--- src/rtl/seq_divider_pkg.sv ---
// Shared definitions for the sequential divider: FSM states, ALU-compatible
// flag bit positions and the decoder opcodes that steer UDIV/SDIV here.
package seq_divider_pkg;

  typedef enum logic [1:0] {
    ST_IDLE = 2'd0,
    ST_CALC = 2'd1,
    ST_DONE = 2'd2
  } div_state_t;

  localparam int unsigned FLAG_N = 3;
  localparam int unsigned FLAG_Z = 2;
  localparam int unsigned FLAG_C = 1;
  localparam int unsigned FLAG_V = 0;

  localparam logic [3:0] OPC_UDIV = 4'b1100;
  localparam logic [3:0] OPC_SDIV = 4'b1101;

  function automatic logic [3:0] make_flags(input logic n, input logic z, input logic v);
    logic [3:0] f;
    f         = '0;
    f[FLAG_N] = n;
    f[FLAG_Z] = z;
    f[FLAG_C] = 1'b0;
    f[FLAG_V] = v;
    return f;
  endfunction

endpackage

--- src/rtl/seq_divider_step.sv ---
// One combinational restoring-division step: shift in the next dividend bit
// and subtract the divisor when the partial remainder allows it.
module div_step #(
  parameter int unsigned WIDTH = 32
) (
  input  logic [WIDTH-1:0] rem,
  input  logic             dvd_msb,
  input  logic [WIDTH-1:0] divisor,
  output logic [WIDTH-1:0] next_rem,
  output logic             q_bit
);

  logic [WIDTH:0]   shifted;
  logic [WIDTH+1:0] trial;
  logic             unused_hi;

  // rem < divisor on entry, so whichever branch is taken fits in WIDTH bits.
  always_comb begin
    shifted   = {rem, dvd_msb};
    trial     = {1'b0, shifted} - {2'b00, divisor};
    q_bit     = ~trial[WIDTH+1];
    next_rem  = q_bit ? trial[WIDTH-1:0] : shifted[WIDTH-1:0];
    unused_hi = trial[WIDTH] ^ shifted[WIDTH];
  end

endmodule

--- src/rtl/seq_divider.sv ---
// Iterative radix-2 restoring divider for UDIV/SDIV: one quotient bit per
// cycle on operand magnitudes, sign fix-up applied as the result is written.
module seq_divider
  import seq_divider_pkg::*;
#(
  parameter int unsigned WIDTH = 32
) (
  input  logic             clk,
  input  logic             reset,
  input  logic             start,
  input  logic             is_signed,
  input  logic [WIDTH-1:0] a,
  input  logic [WIDTH-1:0] b,
  output logic             busy,
  output logic             done,
  output logic [WIDTH-1:0] quotient,
  output logic [WIDTH-1:0] remainder,
  output logic [3:0]       flags
);

  localparam int unsigned CW = $clog2(WIDTH);

  div_state_t       state, state_next;
  logic [CW-1:0]    cnt;
  logic [WIDTH-1:0] rem, dvd, dvs;
  logic             q_neg, r_neg;

  logic             accept, last;
  logic [WIDTH-1:0] a_mag, b_mag;
  logic [WIDTH-1:0] step_rem;
  logic             step_q;
  logic [WIDTH-1:0] q_raw, q_fix, r_fix;

  div_step #(.WIDTH(WIDTH)) u_step (
    .rem      (rem),
    .dvd_msb  (dvd[WIDTH-1]),
    .divisor  (dvs),
    .next_rem (step_rem),
    .q_bit    (step_q)
  );

  always_comb begin
    accept = start && (state == ST_IDLE || state == ST_DONE);
    last   = (state == ST_CALC) && (cnt == CW'(WIDTH - 1));
    a_mag  = (is_signed && a[WIDTH-1]) ? -a : a;
    b_mag  = (is_signed && b[WIDTH-1]) ? -b : b;
    q_raw  = {dvd[WIDTH-2:0], step_q};
    q_fix  = q_neg ? -q_raw : q_raw;
    r_fix  = r_neg ? -step_rem : step_rem;
  end

  always_comb begin
    state_next = state;
    case (state)
      ST_IDLE, ST_DONE: begin
        if (start) state_next = (b == '0) ? ST_DONE : ST_CALC;
        else       state_next = ST_IDLE;
      end
      ST_CALC: if (last) state_next = ST_DONE;
      default: state_next = ST_IDLE;
    endcase
  end

  // busy/done are registered from the next state so every output is a flop.
  always_ff @(posedge clk) begin
    if (reset) begin
      state     <= ST_IDLE;
      busy      <= 1'b0;
      done      <= 1'b0;
      cnt       <= '0;
      rem       <= '0;
      dvd       <= '0;
      dvs       <= '0;
      q_neg     <= 1'b0;
      r_neg     <= 1'b0;
      quotient  <= '0;
      remainder <= '0;
      flags     <= '0;
    end else begin
      state <= state_next;
      busy  <= (state_next == ST_CALC);
      done  <= (state_next == ST_DONE);
      if (accept) begin
        cnt   <= '0;
        rem   <= '0;
        dvd   <= a_mag;
        dvs   <= b_mag;
        q_neg <= is_signed & (a[WIDTH-1] ^ b[WIDTH-1]);
        r_neg <= is_signed & a[WIDTH-1];
        if (b == '0) begin
          quotient  <= '0;
          remainder <= a;
          flags     <= make_flags(1'b0, 1'b1, 1'b1);
        end
      end else if (state == ST_CALC) begin
        cnt <= cnt + CW'(1);
        rem <= step_rem;
        dvd <= q_raw;
        if (last) begin
          quotient  <= q_fix;
          remainder <= r_fix;
          flags     <= make_flags(q_fix[WIDTH-1], q_fix == '0, 1'b0);
        end
      end
    end
  end

endmodule
--- config.mk ---
export PLATFORM = sky130hd
export DESIGN_NAME = seq_divider
export DESIGN_NICKNAME = d
export VERILOG_FILES = /design/src/rtl/seq_divider_pkg.sv /design/src/rtl/seq_divider_step.sv /design/src/rtl/seq_divider.sv
export SDC_FILE = /design/constraint.sdc
export NUM_CORES = 1
export LEC_CHECK = 0
export CAP_MARGIN = 20
export CORE_AREA = 5 5 149 151
export DETAILED_ROUTE_END_ITERATION = 7
export DIE_AREA = 0 0 154 156
export MAX_ROUTING_LAYER = met4
export PLACE_DENSITY_LB_ADDON = 0.08
export SLEW_MARGIN = 10
export SYNTH_ARGS = -nofsm -noshare
export SYNTH_HDL_FRONTEND = slang
export SYNTH_SLANG_ARGS = --single-unit
export TNS_END_PERCENT = 10
--- constraint.sdc ---
create_clock -name clk -period 10.85 [get_ports clk]
set_input_delay 2.17 -clock clk [delete_from_list [all_inputs] [get_ports clk]]
set_output_delay 2.17 -clock clk [all_outputs]
set_load 0.02 [all_outputs]
==> summary.md <==
| Metric | Value |
|---|---|
| Outcome | complete, no violations |
| Register area share after synthesis | between 20 and 30% |
| Maxcap violations | 0 |
| Post-Synth Adder-Cell Area | 4.20% |
| Largest family of logic cells by synthesized area | compound AO/OA/AOI/OAI gates |
| Synth Area in Compound Gates | ~27% |
| Final GP Congestion | 0.938 |
| Width of the die | 154 microns |
| Area delta synth->final | 17.2% |
| Avg Synthesized Cell Area | 7.57 sq um |
| Worst Path Max Fanout | 24 |
| Net Switching | approximately 0.8 mW |
| DR vias/cell | roughly 6 |
| Die ar. | about 24,000 sq um |
| RR Startpoint | rem[7] |
| Detail Route Antenna Nets | 0 |
| # DRC | 0 |
| Sw Share | 38.8% |
| Simple-gate share of the synthesized area | 21.4% |
| Initial antenna violation count | 0 |
| 1st-iter DRT viols | 1,059 |
| Main synth FF type | dfxtp_1 |
| Number of synthesized flops with an enable pin | 0 |
| CTS buffer count | 17 |
| Worst-path clk slew | 0.08 ns |
| Distinct cells, synth | 78 |
| Worst setup EP type | flip-flop |
| Worst R2R Setup Slack | 4.72 ns |
| Hold path cells | 2 |
| Clock skew | 0.0135 ns |
| Clock Path Buffers | 2 |
| Boundary pin count | 138 |
| Synth Instances | 1,558 |
| Reg power frac | 33.3% |
| Dpl ws | 4.85 ns |
| Layout Cells excl Fill | 1,907 |
| IO buf count | 136 |
| Final min period | about 6.1 ns |
| Hold buffer count at cts | 0 |
| GR Overflow Total | 0 |
| Worst Tran Pin Value | 1.04 ns |
| Mapped Area | 11,800 sq um |
| Htree depth | 4 |
| Die height | 156 microns |
| Fin. Hold Viols | 0 |
| Final #Nets | 1,726 |
| Post-synth top area cell | dfxtp_1 |
| Clock power frac | 30.0% |
| Vias | approximately 12,000 |
| CP Launch Type | flip-flop |
| Final setup viols | 0 |
| RSZ-0062 raised after global routing | no |
| # clock sinks | 173 |
| Worst min-delay path class | reg -> reg |
| Postcts setup bufs | 0 |
| Max rail drop VDD | 0.107 mV |
| Largest net degree at the start of global routing | 64 |
| Final WS setup | between 4 and 5 ns |
| Hold Path Sink | cnt[4] |
| FF-to-FF path depth | 18 |
| Leakage | 5.07 nW |
| Initial Util | a little under three fifths |
| Asr flop ratio synth | 0% |
| Post-synthesis xor/xnor area fraction | between 10% and 20% |
| Relative slew slack | 30.7% |
| Tcrit/Tclk final | 56.5% |
| Post-synth top area share | 29.4% |
| Post-DP HPWL | 27,100 microns |
| Average wire per standard cell | 18.8 microns |
| Routed Wire Length | 35,900 microns |
| Critical Path RT | 11.22 ns |
| Max Clock Freq | 0.163 GHz |
| Placed Cells | about 1,900 |
| First-pass DRT Iterations | 6 |
| List of most frequent post-synthesis cells | nor2_1, dfxtp_1, nand2_1 |
| Largest cells by area after synthesis | dfxtp_1, nor2_1, xnor2_1 |
| Slew Limit Fails | 0 |
| Worst skew pair latency | 0.44 ns |
| First-pass GRT wire length | 57,100 microns |
| Core area | 20,700 sq um |
| Tot GR Track Use | 29.9% |
| Vias in the first global route | 10,600 |
| Sum Neg Setup Slack | 0 ns |
| Critical Setup Path Class | reg -> reg |
| CTS tree | done |
| Pwr dens | ~150 nW/um^2 |
| Crit path arrival time | between 6 and 7 ns |
| Post-CTS sizing | 0 |
| Syn_nets | 1,665 |
| Internal power | 1.29 mW |
| Num rows | 53 |
| Post-synthesis mux area share | 2.35% |
| Layout cells sized above 1 | a little over 4% |
| Root Driver | clkbuf_16 |
| Top-count cell post-synth | nor2_1 |
| Warnings from Yosys | 0 |
| R2r endpoint | flags[2] |
| Logic pwr share | 36.8% |
| Diode count | 0 |
| Hold Startpoint | cnt[4] |
| Yosys reg bits | 173 |
## through the flow
step	utilization (%)	power, mW	cell area, sq um	hold slack [ns]
2_1_floorplan	-	1.27	11800	0.432
3_3_place_gp	63.8	1.46	13200	0.444
4_1_cts	66.8	2.10	13800	0.471
6_report	66.8	2.11	13800	0.468
3_5_place_dp	63.8	1.47	13200	0.461
5_1_grt	66.8	2.22	13800	0.487
## worst max path at each step
stage / depth (start not counted) / from / slack, ns / to
after CTS: 18 / rem[7] / 4.82 / flags[2]
final: 18 / rem[7] / 4.72 / flags[2]
after global routing: 18 / rem[7] / 4.44 / flags[2]
after detailed placement: 18 / rem[7] / 4.85 / flags[2]
after floorplan: 22 / dvs[6] / 5.74 / flags[2]
after global placement: 18 / rem[7] / 4.89 / flags[2]
## final cells by class
cell class	instances	area, sq um
Tap cell	275	344
Sequential cell	173	3460
Timing Repair Buffer	149	1460
Clock inverter	14	171
Multi-Input combinational cell	1223	7730
Clock buffer	18	439
Fill cell	1813	6870
Inverter	55	206
## power by group through the flow
stage | logic [mW] | registers (mW) | clock network (mW)
3_3_place_gp | 0.746 | 0.713 | 0
4_1_cts | 0.761 | 0.699 | 0.639
5_1_grt | 0.847 | 0.704 | 0.671
2_1_floorplan | 0.568 | 0.699 | 0
3_5_place_dp | 0.755 | 0.714 | 0
6_report | 0.774 | 0.701 | 0.632
## logic make-up after synthesis
family | Yosys count
AOI/OAI and AO/OA | 475
xor gates and xnor gates | 136
adders and majority gates | 39
buffers and inverters | 162
DFF | 173
muxes | 27
other | 1
and+or+nand+nor | 545
## flip-flops by register name, indices dropped and copies added (netlist names)
register and count:
dvd 32, dvs 32, rem 32, remainder 32
quotient 31, cnt 5, flags 3, state 2
busy 1, done 1, q_neg 1, r_neg 1
## placed cells by master, fill, tap and decap left out, types with 23 or more instances in the layout
master,instances
a211oi_1,64
a21oi_1,122
a22oi_1,60
clkdlybuf4s50_1,135
dfxtp_1,173
ha_1,38
inv_1,53
nand2_1,152
nor2_1,194
nor3_1,42
o21ai_0,51
o21ai_1,26
o31ai_1,26
or3_1,23
xnor2_1,76
xor2_1,60
## worst max-delay path: stages (launching register included)
cell and delay [ns]:
dfxtp_1 0.47, ha_1 0.35, a21oi_1 0.27, o21ai_1 0.16, a211o_1 0.42, a211oi_2 0.72
nand2_2 0.13, inv_2 0.43, ha_1 0.27, nand2b_1 0.22, o41ai_1 0.39, xnor2_1 0.13
or4_1 0.54, or4_1 0.50, or3_1 0.36, nor4_1 0.24, and4_1 0.22, nand4_1 0.12
o22ai_2 0.11
## per-layer routing
metal	vias up	track usage, %	routed length, microns
met5	-	-	0
met4	0	8.75	928
met3	48	4.58	2170
met2	389	49.7	17300
met1	5567	37.9	15500
li1	5771	-	-
Note: power is estimated with default switching activity, not from simulation.
